File: config.mk
export PLATFORM = sky130hd
export DESIGN_NAME = asu_ddr5_read_phase_packer_flat
export DESIGN_NICKNAME = d
export VERILOG_FILES = /design/src/rtl/asu_ddr5_read_phase_packer_if.sv /design/src/rtl/asu_ddr5_read_phase_packer.sv /design/src/flat_wrapper.sv
export SDC_FILE = /design/constraint.sdc
export NUM_CORES = 1
export LEC_CHECK = 0
export ABC_AREA = 1
export BUFFER_PORTS_ARGS = -buffer_cell sky130_fd_sc_hd__buf_4
export CORE_MARGIN = 3
export CORE_UTILIZATION = 50
export CTS_CLUSTER_SIZE = 16
export DETAILED_ROUTE_END_ITERATION = 10
export GPL_TIMING_DRIVEN = 0
export PLACE_DENSITY = 0.72
export SYNTH_ARGS = -nofsm -noshare
export SYNTH_HDL_FRONTEND = slang
export SYNTH_SLANG_ARGS = --single-unit
File: constraint.sdc
create_clock -name clk_i -period 1.8 [get_ports clk_i]
set_clock_uncertainty 0.15 [all_clocks]
set_input_delay 0.18 -clock clk_i [delete_from_list [all_inputs] [get_ports clk_i]]
set_output_delay 0.18 -clock clk_i [all_outputs]
set_load 0.05 [all_outputs]
File: src/rtl/asu_ddr5_read_phase_packer_if.sv
// Read-beat input and DFI packed-phase output bundle for the read phase packer.
// The slave modport belongs to the packer; the master modport belongs to its environment.
interface asu_ddr5_read_phase_packer_if #(
    parameter int pDRAM_SIZE = 4
);
    logic [2*pDRAM_SIZE-1:0] rddata;
    logic                    rddata_valid;
    logic [2*pDRAM_SIZE-1:0] dfi_rddata_w0;
    logic [2*pDRAM_SIZE-1:0] dfi_rddata_w1;
    logic [2*pDRAM_SIZE-1:0] dfi_rddata_w2;
    logic [2*pDRAM_SIZE-1:0] dfi_rddata_w3;
    logic                    dfi_rddata_valid_w0;
    logic                    dfi_rddata_valid_w1;
    logic                    dfi_rddata_valid_w2;
    logic                    dfi_rddata_valid_w3;
    logic                    dfi_group_strobe;

    modport master (
        output rddata, rddata_valid,
        input  dfi_rddata_w0, dfi_rddata_w1, dfi_rddata_w2, dfi_rddata_w3,
        input  dfi_rddata_valid_w0, dfi_rddata_valid_w1,
        input  dfi_rddata_valid_w2, dfi_rddata_valid_w3,
        input  dfi_group_strobe
    );

    modport slave (
        input  rddata, rddata_valid,
        output dfi_rddata_w0, dfi_rddata_w1, dfi_rddata_w2, dfi_rddata_w3,
        output dfi_rddata_valid_w0, dfi_rddata_valid_w1,
        output dfi_rddata_valid_w2, dfi_rddata_valid_w3,
        output dfi_group_strobe
    );
endinterface

File: src/rtl/asu_ddr5_read_phase_packer.sv
// Packs one read beat per PHY clock into DFI read phases w0..w3 according to
// the 1:1 / 1:2 / 1:4 frequency ratio; the last beat of a group bypasses the slots.
module asu_ddr5_read_phase_packer #(
    parameter int pDRAM_SIZE = 4
) (
    input  logic                                  clk_i,
    input  logic                                  rst_i,
    input  logic                                  enable_i,
    input  logic [2:0]                            dfi_freq_ratio_i,
    asu_ddr5_read_phase_packer_if.slave           bus
);
    localparam int W = 2 * pDRAM_SIZE;

    // Ratio is held as the index of the last phase (N-1), which is also the boundary count.
    typedef enum logic [1:0] {
        RATIO_1_1 = 2'd0,
        RATIO_1_2 = 2'd1,
        RATIO_1_4 = 2'd3
    } ratio_e;

    ratio_e         ratio_q, ratio_d, ratio_in;
    logic [1:0]     cnt_q, cnt_d;
    logic [W-1:0]   slot_data_q [3];
    logic [W-1:0]   slot_data_d [3];
    logic [2:0]     slot_valid_q, slot_valid_d;
    logic [W-1:0]   w_data_q [4];
    logic [W-1:0]   w_data_d [4];
    logic [3:0]     w_valid_q, w_valid_d;
    logic           strobe_q, strobe_d;
    logic           boundary;

    always_comb begin
        unique case (dfi_freq_ratio_i)
            3'b001:  ratio_in = RATIO_1_2;
            3'b010:  ratio_in = RATIO_1_4;
            default: ratio_in = RATIO_1_1;
        endcase
    end

    assign boundary = (cnt_q == ratio_q);

    always_comb begin
        ratio_d      = ratio_q;
        cnt_d        = cnt_q;
        slot_data_d  = slot_data_q;
        slot_valid_d = slot_valid_q;
        w_data_d     = w_data_q;
        w_valid_d    = w_valid_q;
        strobe_d     = 1'b0;

        if (!enable_i) begin
            cnt_d   = '0;
            ratio_d = ratio_in;
        end else if (boundary) begin
            // Phases beyond the active ratio are zeroed, then the slots and the bypassed beat fill the rest.
            for (int unsigned k = 0; k < 4; k++) begin
                w_data_d[k]  = '0;
                w_valid_d[k] = 1'b0;
            end
            for (int unsigned k = 0; k < 3; k++) begin
                if (2'(k) < ratio_q) begin
                    w_data_d[k]  = slot_data_q[k];
                    w_valid_d[k] = slot_valid_q[k];
                end
            end
            w_data_d[ratio_q]  = bus.rddata;
            w_valid_d[ratio_q] = bus.rddata_valid;
            cnt_d    = '0;
            strobe_d = 1'b1;
            ratio_d  = ratio_in;
        end else begin
            for (int unsigned k = 0; k < 3; k++) begin
                if (cnt_q == 2'(k)) begin
                    slot_data_d[k]  = bus.rddata;
                    slot_valid_d[k] = bus.rddata_valid;
                end
            end
            cnt_d = cnt_q + 2'd1;
        end
    end

    always_ff @(posedge clk_i or negedge rst_i) begin
        if (!rst_i) begin
            ratio_q      <= RATIO_1_1;
            cnt_q        <= '0;
            slot_valid_q <= '0;
            w_valid_q    <= '0;
            strobe_q     <= 1'b0;
            for (int unsigned k = 0; k < 3; k++) slot_data_q[k] <= '0;
            for (int unsigned k = 0; k < 4; k++) w_data_q[k] <= '0;
        end else begin
            ratio_q      <= ratio_d;
            cnt_q        <= cnt_d;
            slot_valid_q <= slot_valid_d;
            w_valid_q    <= w_valid_d;
            strobe_q     <= strobe_d;
            for (int unsigned k = 0; k < 3; k++) slot_data_q[k] <= slot_data_d[k];
            for (int unsigned k = 0; k < 4; k++) w_data_q[k] <= w_data_d[k];
        end
    end

    assign bus.dfi_rddata_w0       = w_data_q[0];
    assign bus.dfi_rddata_w1       = w_data_q[1];
    assign bus.dfi_rddata_w2       = w_data_q[2];
    assign bus.dfi_rddata_w3       = w_data_q[3];
    assign bus.dfi_rddata_valid_w0 = w_valid_q[0];
    assign bus.dfi_rddata_valid_w1 = w_valid_q[1];
    assign bus.dfi_rddata_valid_w2 = w_valid_q[2];
    assign bus.dfi_rddata_valid_w3 = w_valid_q[3];
    assign bus.dfi_group_strobe    = strobe_q;
endmodule
File: src/flat_wrapper.sv
// flat-port wrapper written by rule: the top's interface ports become plain ports
module asu_ddr5_read_phase_packer_flat 
#(
    parameter int pDRAM_SIZE = 4
)
  (clk_i, rst_i, enable_i, dfi_freq_ratio_i, bus_rddata, bus_rddata_valid, bus_dfi_rddata_w0, bus_dfi_rddata_w1, bus_dfi_rddata_w2, bus_dfi_rddata_w3, bus_dfi_rddata_valid_w0, bus_dfi_rddata_valid_w1, bus_dfi_rddata_valid_w2, bus_dfi_rddata_valid_w3, bus_dfi_group_strobe);
  asu_ddr5_read_phase_packer_if #(.pDRAM_SIZE(pDRAM_SIZE)) bus_i ();
  input  logic clk_i;
  input  logic rst_i;
  input  logic enable_i;
  input  logic [2:0] dfi_freq_ratio_i;
  input wire logic [$bits(bus_i.rddata)-1:0] bus_rddata;
  input wire logic [$bits(bus_i.rddata_valid)-1:0] bus_rddata_valid;
  output wire logic [$bits(bus_i.dfi_rddata_w0)-1:0] bus_dfi_rddata_w0;
  output wire logic [$bits(bus_i.dfi_rddata_w1)-1:0] bus_dfi_rddata_w1;
  output wire logic [$bits(bus_i.dfi_rddata_w2)-1:0] bus_dfi_rddata_w2;
  output wire logic [$bits(bus_i.dfi_rddata_w3)-1:0] bus_dfi_rddata_w3;
  output wire logic [$bits(bus_i.dfi_rddata_valid_w0)-1:0] bus_dfi_rddata_valid_w0;
  output wire logic [$bits(bus_i.dfi_rddata_valid_w1)-1:0] bus_dfi_rddata_valid_w1;
  output wire logic [$bits(bus_i.dfi_rddata_valid_w2)-1:0] bus_dfi_rddata_valid_w2;
  output wire logic [$bits(bus_i.dfi_rddata_valid_w3)-1:0] bus_dfi_rddata_valid_w3;
  output wire logic [$bits(bus_i.dfi_group_strobe)-1:0] bus_dfi_group_strobe;
  assign bus_i.rddata = bus_rddata;
  assign bus_i.rddata_valid = bus_rddata_valid;
  assign bus_dfi_rddata_w0 = bus_i.dfi_rddata_w0;
  assign bus_dfi_rddata_w1 = bus_i.dfi_rddata_w1;
  assign bus_dfi_rddata_w2 = bus_i.dfi_rddata_w2;
  assign bus_dfi_rddata_w3 = bus_i.dfi_rddata_w3;
  assign bus_dfi_rddata_valid_w0 = bus_i.dfi_rddata_valid_w0;
  assign bus_dfi_rddata_valid_w1 = bus_i.dfi_rddata_valid_w1;
  assign bus_dfi_rddata_valid_w2 = bus_i.dfi_rddata_valid_w2;
  assign bus_dfi_rddata_valid_w3 = bus_i.dfi_rddata_valid_w3;
  assign bus_dfi_group_strobe = bus_i.dfi_group_strobe;
  asu_ddr5_read_phase_packer #(.pDRAM_SIZE(pDRAM_SIZE)) u_core (.clk_i(clk_i), .rst_i(rst_i), .enable_i(enable_i), .dfi_freq_ratio_i(dfi_freq_ratio_i), .bus(bus_i));
endmodule
==> flow_summary.yaml <==
clock_network:
  h-tree-depth: 3
  cts.sinks: 68
  clk_pin_slew_ns: 0.08
  clock_path_buffers: 2
  cts_tree: "done"
  clk_latency_ns: 0.35
  cts_root_buffer: "clkbuf_8"
  numCtsBuffers: 9
logic_synthesis:
  syn_area_um2: 3240
  synth.distinct_cells: 21
  yosysMostFrequentCell: "nand2_1"
  synth_flop_cell: "dfrtp_1"
  syn_inst: 395
  yosysTopAreaCellShare_pct: 52.5
  yosysSeqAreaShare_pct: 52.5
  postSynth.asyncResetShare_pct: 100
  synth_top_area_cell: "dfrtp_1"
  ys_top_cells_by_count: "nand2_1, dfrtp_1, nand4_1, o21ai_0"
  yosys_warnings: 0
  synth_area_leaders: "dfrtp_1, nand2_1, nand4_1"
  syn-num-nets: 413
  synth_area_per_cell_um2: 8.21
  ys_ff_latch: 68
  synth_edf_count: 0
global_routing:
  grt_pass1_wl_um: 13800
  grt_max_degree: 69
  antenna_found_initial: 0
  grt_pass1_vias: 2875
  grt_overflow_total: 0
  grt_use_total_pct: 24.0
sta:
  fin_hold_ws_ns: 0.0204
  drv_slew: 0
  min_period_over_period_pct: 89.4
  worst_slack_ns: 0.192
  fmax_mhz: 622
  period_needed_ns: 1.61
  tns_ns: 0
  slew_headroom_pct: 43.4
  hold_viol_final: 0
  rsz0062_at_grt: "false"
  setup_violations: 0
  worstMarginPinSlew_ns: 0.850
placed_design:
  portBuffers: 50
  placed_area_um2: 3710
  place.detailed.hpwl_um: 5400
  post-place-ws_ns: -0.0196
  gp_congestion: 0.876
worst_hold_path:
  worst_hold_path_type: "in2reg"
critical_path:
  r2r-start: "u_core.cnt_q[1]"
  crit_required_ns: 1.89
  setup.worst_path.start: "u_core.cnt_q[1]"
  r2r_slack_ns: 0.19
  startpoint_type: "flop"
  arrival_ns: 1.70
  worstSetupEndpointType: "flop"
  worstReg2RegEnd: "u_core.slot_data_q[12]"
  ff2ff_path_depth: 5
  worstSetupPathType: "reg2reg"
  crit_path_end: "u_core.slot_data_q[12]"
  worst-path-max-fanout: 10
routing:
  drcViolationCount: 0
  viasPerCell: 5.20
  route.vias.total: 2815
  drtAntennaViolNets: 0
  drtIter0Drc: 236
  routedWlPerCell_um: 15.0
  finalWirelength_um: 8090
  dr.pass1.iters: 4
power_and_ir_drop:
  vdd_drop_max_uv: 821
  power_mw: 6.16
  power_density_nw_per_um2: 1530
  p_leak_nw: 2.20
floorplanning:
  fp.dieArea_um2: 7490
  floorplan.initialDensity_pct: 53.2
  coreArea_um2: 6100
  rows: 28
  die_h_um: 86.5
  io_pins: 52
  die_x_um: 86.5
layout:
  drive_gt1_share_pct: 22.3
  area_growth_pct: 23.9
  finalInstanceArea_um2: 4020
  num-nets-final: 479
  antenna_cells: 0
outcome:
  outcome: "complete, no violations"
run:
  drv_cap: 0
-- stage by stage --
step                utilization (%)  std cells
global route                   65.9        541
global placement               60.9        520
detailed placement             60.9        520
floorplan                         -        395
finish                         65.9        541
CTS                            66.0        543
-- power breakdown --
part | switching, mW | internal, mW | leakage (nW)
Sequential | 0.244 | 1.99 | 0.894
Combinational | 1.71 | 0.754 | 1.19
Clock | 0.603 | 0.858 | 0.112
-- worst min path at each step --
| stage | from | endpoint | slack (ns) | cells past startpoint |
|---|---|---|---|---|
| 2_1_floorplan | rst_i | u_core.bus.dfi_group_strobe | -0.27 | 0 |
| 3_3_place_gp | rst_i | u_core.bus.dfi_rddata_w3[5] | 0.19 | 1 |
| 3_5_place_dp | rst_i | u_core.bus.dfi_rddata_w3[5] | 0.19 | 1 |
| 4_1_cts | bus_rddata[5] | u_core.slot_data_q[5] | 0.004 | 3 |
| 5_1_grt | bus_rddata[1] | u_core.slot_data_q[9] | 0.02 | 3 |
| 6_report | bus_rddata[1] | u_core.slot_data_q[9] | 0.02 | 3 |
-- cell families after synthesis --
| group | synth area share, % |
|---|---|
| and+or+nand+nor | 35.6 |
| buffers and inverters | 6.48 |
| AOI/OAI and AO/OA | 4.28 |
| DFF | 52.5 |
| adders and majority gates | 1.16 |
-- critical path, stage by stage, from the launching register on --
cell,delay [ns]
dfrtp_1,0.43
inv_1,0.14
ha_1,0.44
nand3_4,0.19
nand2_1,0.10
nand2_1,0.05
-- registers in the layout, indices dropped and copies added (netlist names) --
register and flops:
u_core.slot_data_q 24, u_core.bus.dfi_rddata_w0 8, u_core.bus.dfi_rddata_w1 8, u_core.bus.dfi_rddata_w2 8, u_core.bus.dfi_rddata_w3 8, u_core.w_valid_q 4
u_core.slot_valid_q 3, u_core.cnt_q 2, u_core.ratio_q 2, u_core.bus.dfi_group_strobe 1
-- final cells by class --
class	instances	area, um2
multi-input combinational	293	1330
fill	537	2080
timing repair buffer	58	455
sequential	68	1700
buffer	21	161
inverter	10	37.5
clock inverter	5	83.8
clock buffer	11	151
tap	75	93.8
-- repair_timing --
action,in CTS,in global routing
buffers inserted,0,0
setup endpoints to repair,9,25
hold buffers,8,0
cloned,0,0
hold endpoints to repair,83,0
gates resized for setup,0,1
-- cells in the final DEF, fill, tap and decap left out --
cell and instances:
buf_1 1, nand3_4 3, buf_2 9, inv_1 7, o21ai_2 5, buf_6 9, o21ai_0 19, clkbuf_8 11
nor2_1 4, buf_4 51, clkbuf_1 1, bufinv_16 2, nand2_2 2, nand4_1 27, clkinv_4 1, nor2_2 1
nand3_2 1, nor3_1 1, inv_2 3, ha_2 1, nand2_1 216, nand2_4 3, dfrtp_1 68, clkinvlp_4 2
dlygate4sd3_1 8, nand3_1 8, ha_1 2
-- routing by layer --
metal / GRT usage (%) / share of wire [%] / vias to the layer above
li1: - / - / 1382
met1: 32.4 / 44 / 1319
met2: 36.4 / 46 / 96
met3: 6.18 / 7.4 / 18
met4: 10.9 / 2.2 / 0
met5: 0 / 0 / -
No activity file was read; power rests on OpenSTA's default activity.
